--- src/rtl/fake_netlist_pkg.sv ---
// Shared types, tap constants and LFSR helper
// for the fake netlist stimulus/capture harness.
`timescale 1ns/1ps
package fake_netlist_pkg;

  localparam int LFSR_W = 14;
  localparam int MISR_W = 16;

  // x^14+x^13+x^12+x^2+1 : feedback from bits 13,12,11,1
  localparam logic [13:0] LFSR14_TAPS = 14'h3802;
  // feedback from bits 15,14,12,3
  localparam logic [15:0] MISR16_TAPS = 16'hD008;

  typedef enum logic [1:0] {
    IDLE,
    RUN,
    DRAIN,
    DONE
  } stim_state_e;

  function automatic logic [13:0] lfsr_step(
    input logic [13:0] v
  );
    return {v[12:0], ^(v & LFSR14_TAPS)};
  endfunction

endpackage

--- src/rtl/fake_jpeg_stim_capture_misr16.sv ---
// 16-bit serial-input signature register:
// folds one response bit per enabled cycle.
`timescale 1ns/1ps
module misr16
  import fake_netlist_pkg::*;
(
  input  logic        clk,
  input  logic        rst_n,
  input  logic        clr,
  input  logic        en,
  input  logic        din,
  output logic [15:0] sig
);

  // shift in feedback xor response; clear wins over fold
  always_ff @(posedge clk or negedge rst_n) begin
    if (!rst_n) begin
      sig <= '0;
    end else if (clr) begin
      sig <= '0;
    end else if (en) begin
      sig <= {sig[14:0], (^(sig & MISR16_TAPS)) ^ din};
    end
  end

endmodule

--- src/rtl/fake_jpeg_stim_capture.sv ---
// LFSR stimulus driver and MISR response capture
// wrapped around a combinational fake netlist.
`timescale 1ns/1ps
module fake_jpeg_stim_capture
  import fake_netlist_pkg::*;
#(
  parameter int               VEC_W    = LFSR_W,
  parameter logic [VEC_W-1:0] SEED     = 14'h0001,
  parameter int               CNT_W    = 16,
  parameter int               RESP_LAT = 0
) (
  input  logic             clk,
  input  logic             rst_n,
  input  logic             start_i,
  input  logic [CNT_W-1:0] num_vec_i,
  output logic [VEC_W-1:0] vec_o,
  output logic             vec_vld_o,
  input  logic             resp_i,
  output logic             busy_o,
  output logic             done_o,
  output logic [15:0]      sig_o
);

  localparam logic [CNT_W-1:0] DRAIN_LAST =
    (RESP_LAT > 0) ? CNT_W'(RESP_LAT - 1) : '0;

  stim_state_e      state;
  logic [CNT_W-1:0] cnt;
  logic [CNT_W-1:0] dcnt;
  logic             clr;
  logic             cap_vld;

  // signature restarts whenever a start is accepted
  always_comb begin
    clr = (state == IDLE) && start_i;
  end

  generate
    if (RESP_LAT == 0) begin : g_nolat
      assign cap_vld = vec_vld_o;
    end else begin : g_pipe
      logic [RESP_LAT-1:0] pipe;

      // align vector valid with the netlist's response latency
      always_ff @(posedge clk or negedge rst_n) begin
        if (!rst_n) begin
          pipe <= '0;
        end else begin
          pipe[0] <= vec_vld_o;
          for (int i = 1; i < RESP_LAT; i++) begin
            pipe[i] <= pipe[i-1];
          end
        end
      end

      assign cap_vld = pipe[RESP_LAT-1];
    end
  endgenerate

  misr16 u_misr (
    .clk   (clk),
    .rst_n (rst_n),
    .clr   (clr),
    .en    (cap_vld),
    .din   (resp_i),
    .sig   (sig_o)
  );

  // run control: one vector per RUN cycle, drain, single done pulse
  always_ff @(posedge clk or negedge rst_n) begin
    if (!rst_n) begin
      state     <= IDLE;
      cnt       <= '0;
      dcnt      <= '0;
      vec_o     <= '0;
      vec_vld_o <= 1'b0;
      busy_o    <= 1'b0;
      done_o    <= 1'b0;
    end else begin
      done_o <= 1'b0;
      unique case (state)
        IDLE: begin
          if (start_i) begin
            if (num_vec_i != '0) begin
              cnt       <= num_vec_i;
              vec_o     <= SEED;
              vec_vld_o <= 1'b1;
              busy_o    <= 1'b1;
              state     <= RUN;
            end else begin
              done_o <= 1'b1;
              state  <= DONE;
            end
          end
        end
        RUN: begin
          cnt <= cnt - 1'b1;
          if (cnt == CNT_W'(1)) begin
            vec_vld_o <= 1'b0;
            dcnt      <= '0;
            if (RESP_LAT == 0) begin
              busy_o <= 1'b0;
              done_o <= 1'b1;
              state  <= DONE;
            end else begin
              state <= DRAIN;
            end
          end else begin
            vec_o <= lfsr_step(vec_o);
          end
        end
        DRAIN: begin
          if (dcnt == DRAIN_LAST) begin
            busy_o <= 1'b0;
            done_o <= 1'b1;
            state  <= DONE;
          end else begin
            dcnt <= dcnt + 1'b1;
          end
        end
        DONE: begin
          state <= IDLE;
        end
        default: begin
          state <= IDLE;
        end
      endcase
    end
  end

endmodule
--- config.mk ---
export PLATFORM = sky130hd
export DESIGN_NAME = fake_jpeg_stim_capture
export DESIGN_NICKNAME = d
export VERILOG_FILES = /design/src/rtl/fake_netlist_pkg.sv /design/src/rtl/fake_jpeg_stim_capture_misr16.sv /design/src/rtl/fake_jpeg_stim_capture.sv
export SDC_FILE = /design/constraint.sdc
export NUM_CORES = 1
export LEC_CHECK = 0
export CAP_MARGIN = 10
export CORE_UTILIZATION = 65
export CTS_CLUSTER_DIAMETER = 100
export DETAILED_ROUTE_END_ITERATION = 16
export DONT_BUFFER_PORTS = 1
export GPL_TIMING_DRIVEN = 0
export PLACE_DENSITY = 0.79
export SLEW_MARGIN = 0
export SYNTH_ARGS = -nofsm -noshare
export SYNTH_HDL_FRONTEND = slang
export SYNTH_SLANG_ARGS = --single-unit
export TNS_END_PERCENT = 1
--- constraint.sdc ---
create_clock -name clk -period 3.39 [get_ports clk]
set_input_delay 0.5085 -clock clk [delete_from_list [all_inputs] [get_ports clk]]
set_output_delay 0.5085 -clock clk [all_outputs]
set_load 0.1 [all_outputs]
==> impl_metrics.csv, run 1 <==
group,metric,value,unit
place,io_buffers,0,
sta,fin_worst_skew,0.00550,ns
synthesis,netlist.top_cell.by_area,"dfrtp_1",
finish,antenna_cells,0,
setup_path,rr_worst_depth,7,
sta,setup_tns,0,ns
route,drtPass1Iterations,4,
clock_tree,cts_resized,0,
finish,final_util,0.753,
setup_path,critPathBufInv,3,
place,dpl_worst_slack,0.742,ns
synthesis,syn_inst,388,
synthesis,synth_top_area_share,0.464,
grt,grt_pass1_wl,13900,um
clock_tree,cts_buffer_depth,2,
sta,post-route-period-util,0.805,
floorplanning,rows,26,
power_and_ir_drop,ir_drop,0.244,mV
synthesis,ys_types,51,
route,via_count,3066,
sta,maxSlewViolCount,0,
floorplanning,start_util,0.690,
floorplanning,io_pins,53,
setup_path,critPathKind,"register to register",
synthesis,synthesis.nets,418,
place,finalWeightedCongestion,0.961,
grt,grt_use_met3,0.0563,
finish,fin_nets,430,
clock_tree,tritoncts_num_sinks,67,
power_and_ir_drop,power.density,386,nW/um^2
sta,rsz0062_at_grt,"no",
synthesis,synth_commonest_cells,"dfrtp_1 (67), nand2_1 (42), o21ai_1 (29)",
outcome,status,"completed",
synthesis,synth.most_common_cell,"dfrtp_1",
synthesis,netlist_area,3620,um^2
sta,whs,0.0329,ns
setup_path,crit_chain,"inv_1 > ha_1 > clkbuf_1 > nor3_1 > clkbuf_1 > a22oi_1 > o21ai_1",
sta,timing_hold_violations_final,0,
synthesis,synth_area_per_cell,9.32,um^2
sta,relSlewSlack,0.328,
clock_tree,cts_setup_buffers,0,
sta,setup_viol,0,
setup_path,worstSetupPathDepth,7,
setup_path,start_kind,"register",
route,drtIter0Drc,240,
grt,use_met1,0.386,
setup_path,cp_top_family,"simple AND/OR/NAND/NOR gates",
floorplanning,fp.coreArea,5240,um^2
clock_tree,clkSlewWorstSetupHoldPaths,0.07,ns
floorplanning,die_area,5870,um^2
grt,grt_busiest_layer,"met2",
synthesis,yosys_warnings,0,
setup_path,critPathCaptureType,"register",
grt,grt_max_degree,68,
clock_tree,cts_tree,"built",
route,routed_wirelength,8280,um
clock_tree,insertion_delay,0.35,ns
place,dp_hpwl,5650,um
route,ant_nets,0,
worst_hold_path,hp-class,"input pin to asynchronous set/reset pin",
setup_path,path_max_fanout,10,
finish,drive_gt1_frac,0.0593,
route,wire_per_inst,17.4,um
setup_path,crit_path_max_incr_delay,0.88,ns
synthesis,synth_top_cells_by_area,"dfrtp_1 (46%), mux2i_1 (5.5%), nand2_1 (4.4%), o21ai_1 (4.0%), ha_1 (3.5%)",
grt,antenna_found_initial,0,
grt,gr-total-overflow,0,
sta,finalWorstSetupSlack,0.663,ns
floorplanning,fp.dieH,76.6,um
setup_path,required,3.66,ns
power_and_ir_drop,total_power,1520,uW
grt,grt_usage,0.303,
synthesis,seq_area_frac_synth,0.464,
clock_tree,cts_max_level,3,
clock_tree,cts-root-buf,"clkbuf_8",
synthesis,synthFlopType,"dfrtp_1",
finish,syn2layout_area_growth,9.07,%
sta,worst_pin_slew,1.00,ns
route,via_per_inst,6.45,
grt,grt_pass1_vias,3010,
synthesis,synth-seq-cells,67,
route,drc,0,
setup_path,critPathArrivalTime,3.00,ns
synthesis,synth_edf_count,0,
finish,n_fill_cell,369,
sta,fmax,0.367,GHz
power_and_ir_drop,p_leak,0.00148,uW
run,max-cap-violations,0,
synthesis,synth-async-reset-ratio,1.00,
floorplanning,fp.dieW,76.6,um
grt,met2_usage,0.501,
setup_path,crit_top_cell,"clkbuf_1",
sta,timing.final.crit_period,2.73,ns
clock_tree,cts_buffers,9,
setup_path,crit_slowest_cell,"nor3_1",
state kept, by name, indices dropped and copies added (netlist names):
signal      flops
cnt            16
dcnt           16
u_misr.sig     16
vec_o          14
state           2
busy_o          1
done_o          1
vec_vld_o       1
power breakdown:
group	switching, uW	internal [uW]	total [uW]
combinational	15.9	4.86	20.8
sequential	0	799	799
clock	307	397	704
total	323	1200	1520
layer usage:
layer  wire length (um)  vias up  part of all wire
met5                  0        -                 0
met4                182        0             0.022
met2               3990      117              0.48
met1               3670     1489              0.44
li1                   -     1442                 -
met3                441       18             0.053
final timing paths:
check                         startpoint  endpoint  slack, ns
max reg2reg                     state[1]   cnt[14]       0.66
min in group clk           num_vec_i[15]   cnt[15]       0.30
max                             state[1]   cnt[14]       0.66
min                                rst_n  dcnt[12]       0.03
min reg2reg                       cnt[6]    cnt[6]       0.55
max in group asynchronous          rst_n    cnt[3]       3.09
repair_timing:
item,CTS,global route
hold buffers,1,0
setup endpoints to repair,0,0
hold endpoints to repair,67,0
through the flow:
step	instance area (um^2)	instances
6_report	3940	475
4_1_cts	3940	475
3_5_place_dp	3700	458
5_1_grt	3940	475
3_3_place_gp	3700	458
2_1_floorplan	3620	388
worst register-to-register path, delay by kind of cell (launching register included):
family                   cells  cell delay (ns)
buffers and inverters        3             0.85
AO/OA/AOI/OAI                2             0.28
AND/OR/NAND/NOR              1             0.88
flip-flops                   1             0.40
adder cells (fa/ha/maj)      1             0.23
layout make-up:
cell class / count / area, um^2 / area share
clock inverters: 4 / 47.5 / 0.0121
repair buffers: 1 / 27.5 / 0.00698
clock buffers: 12 / 165 / 0.0419
multi-input cells: 283 / 1790 / 0.454
flip-flops and latches: 67 / 1680 / 0.425
inverters: 17 / 63.8 / 0.0162
plain buffers: 21 / 86.3 / 0.0219
well taps: 70 / 87.6 / 0.0222
placed cells by master, fill, tap and decap left out, types with 4 or more instances in the layout:
cell type  count
dfrtp_1       67
nand2_1       42
o21ai_1       29
nor2_1        26
a21oi_1       23
clkbuf_1      20
mux2i_1       20
inv_1         17
or3_1         12
o21ai_0       12
clkbuf_8      12
nor4_1        11
a22oi_1       10
ha_1          10
nand3_1        8
o31ai_1        8
nor3_1         7
or4_1          7
xnor2_1        6
nand4_1        5
a22o_1         4
kinds of logic after synthesis:
group / count (synthesis) / synth area share
xor+xnor: 7 / 0.0170
mux: 21 / 0.0585
buf+inv: 38 / 0.0415
flops: 67 / 0.464
compound gates: 109 / 0.191
simple gates: 136 / 0.194
fa+ha+maj: 10 / 0.0346
No activity file was read; power rests on OpenSTA's default activity.
==> run 2, diff against run 1 <==
CORE_UTILIZATION = 63   (was 65)
PLACE_DENSITY = 0.77   (was 0.79)
clock period = 2.8 ns   (was 3.39 ns; I/O delays follow)
==> run 2 against run 1 <==
Largest cell class unchanged; highest routed layer unchanged; clock skew is 0.0041 ns higher; design area grew 0.57%; global-route usage fell by 1.5 points; routed wire length decreased by 3.1%; worst hold slack improved by 0.18 ns; clock power increased by 25%; utilization down 3.3 points; worst setup slack worse by 0.48 ns; combinational power up 29%; non-clock buffer count up 1; largest power group unchanged; sequential cell count stayed put.
==> impl_metrics.csv, run 2 (same netlist as run 1, synthesis figures left out) <==
group,metric,value,unit
outcome,status,"completed",
route,via_per_inst,6.39,
clock_tree,insertion_delay,0.34,ns
floorplanning,fp.dieH,77.8,um
setup_path,r2r-start,"state[1]",
finish,fin_nets,431,
grt,grt_pass1_vias,2917,
setup_path,required,3.04,ns
finish,final_cell_mix,"dfrtp_1 (67), nand2_1 (42), o21ai_1 (29)",
sta,setup_viol,0,
grt,gr-total-overflow,0,
grt,grt_usage,0.287,
finish,layout_commonest_cell,"dfrtp_1",
setup_path,critPathCaptureType,"register",
place,dp_hpwl,5550,um
floorplanning,start_util,0.657,
worst_hold_path,holdPathEnd,"cnt[15]",
clock_tree,clkSlewWorstSetupHoldPaths,0.07,ns
sta,post-route-period-util,0.936,
place,dpl_worst_slack,0.198,ns
setup_path,crit_slowest_cell,"nor3_1",
place,placedCellCount,460,
worst_hold_path,hp-start,"num_vec_i[15]",
sta,rsz0062_at_grt,"no",
sta,timing_hold_violations_final,0,
route,drc,0,
floorplanning,die_area,6050,um^2
route,via_count,3050,
clock_tree,cts_buffers,9,
finish,antenna_cells,0,
floorplanning,rows,27,
finish,syn2layout_area_growth,9.69,%
setup_path,start_kind,"register",
finish,drive_gt1_frac,0.0568,
run,max-cap-violations,0,
setup_path,r2r-end,"cnt[6]",
setup_path,critPathArrivalTime,2.86,ns
sta,timing.final.crit_period,2.62,ns
worst_hold_path,hold_depth,2,
floorplanning,fp.coreArea,5510,um^2
sta,finalWorstSetupSlack,0.180,ns
clock_tree,cts_max_level,3,
setup_path,crit_chain,"inv_1 > ha_1 > clkbuf_1 > nor3_1 > clkbuf_1 > nand2_1 > o311ai_1",
sta,relSlewSlack,0.343,
setup_path,path_max_fanout,10,
finish,final_cell_count_no_fill,477,
floorplanning,io_pins,53,
route,drtIter0Drc,181,
place,finalWeightedCongestion,0.841,
setup_path,rr_worst_depth,7,
setup_path,crit_path_max_incr_delay,0.80,ns
finish,finish.instance_area,3970,um^2
finish,reg_top3,"cnt: 16 flops, dcnt: 16 flops, u_misr.sig: 16 flops",
setup_path,critPathKind,"register to register",
sta,setup_tns,0,ns
clock_tree,cts_buffer_depth,2,
power_and_ir_drop,ir_drop,0.293,mV
power_and_ir_drop,p_leak,0.00148,uW
route,routed_wirelength,8020,um
route,wire_per_inst,16.8,um
route,drtPass1Iterations,4,
setup_path,rrSetupSlack,0.18,ns
route,ant_nets,0,
grt,antenna_found_initial,0,
place,placed_area,3710,um^2
power_and_ir_drop,power.density,472,nW/um^2
clock_tree,tritoncts_num_sinks,67,
sta,worst_pin_slew,0.985,ns
worst_hold_path,hp-class,"input pin to register",
setup_path,crit_top_cell,"clkbuf_1",
grt,grt_pass1_wl,13500,um
clock_tree,cts-root-buf,"clkbuf_8",
grt,grt_max_degree,68,
place,io_buffers,0,
clock_tree,cts_tree,"built",
setup_path,startpoint,"state[1]",
clock_tree,cts_setup_buffers,0,
sta,fmax,0.382,GHz
sta,maxSlewViolCount,0,
sta,fin_worst_skew,0.00958,ns
floorplanning,fp.dieW,77.8,um
[run 2: worst max-delay path by stage]
stage / endpoint
after floorplan: u_misr.sig[15]
after global placement: cnt[6]
after detailed placement: dcnt[13]
after CTS: dcnt[13]
after global routing: dcnt[13]
final: cnt[6]
[run 2: cell type report]
type                    instances  area, um^2
plain buffers                  21        86.3
multi-input cells             283        1800
fillers                       419        1540
clock buffers                  10         138
repair buffers                  2        37.5
clock inverters                 5        77.6
well taps                      72        90.1
inverters                      17        63.8
flip-flops and latches         67        1680
[run 2: timing repair]
item / CTS / global route
hold endpoints to repair: 67 / 0
hold buffers: 2 / 0
resized for setup: 0 / 2
endpoints found under the setup margin: 0 / 2
[run 2: stage by stage]
step | utilization | hold WS (ns) | total power (uW)
after floorplan | - | 0.124 | 989
after global placement | 0.673 | 0.126 | 989
after detailed placement | 0.673 | 0.126 | 989
after CTS | 0.719 | 0.202 | 1880
after global routing | 0.720 | 0.202 | 1930
final | 0.720 | 0.211 | 1870
[run 2: power by group]
part           switching [uW]  internal (uW)  total [uW]  leakage (uW)
sequential                  0            967         967      0.000791
clock                     360            517         877      0.000108
combinational            20.1           6.71        26.8      0.000582
[run 2: critical path, delay by kind of cell, from the launching register on]
family          cells  cell delay, ns
compound gates      1            0.10
buf+inv             3            0.85
simple gates        2            0.93
fa+ha+maj           1            0.24
flops               1            0.40
[run 2: per-layer routing]
layer	vias to the layer above	track usage	share of wire
li1	1441	-	-
met1	1497	0.391	0.44
met2	101	0.433	0.48
met3	11	0.0882	0.061
met4	0	0.106	0.012
met5	-	0	0
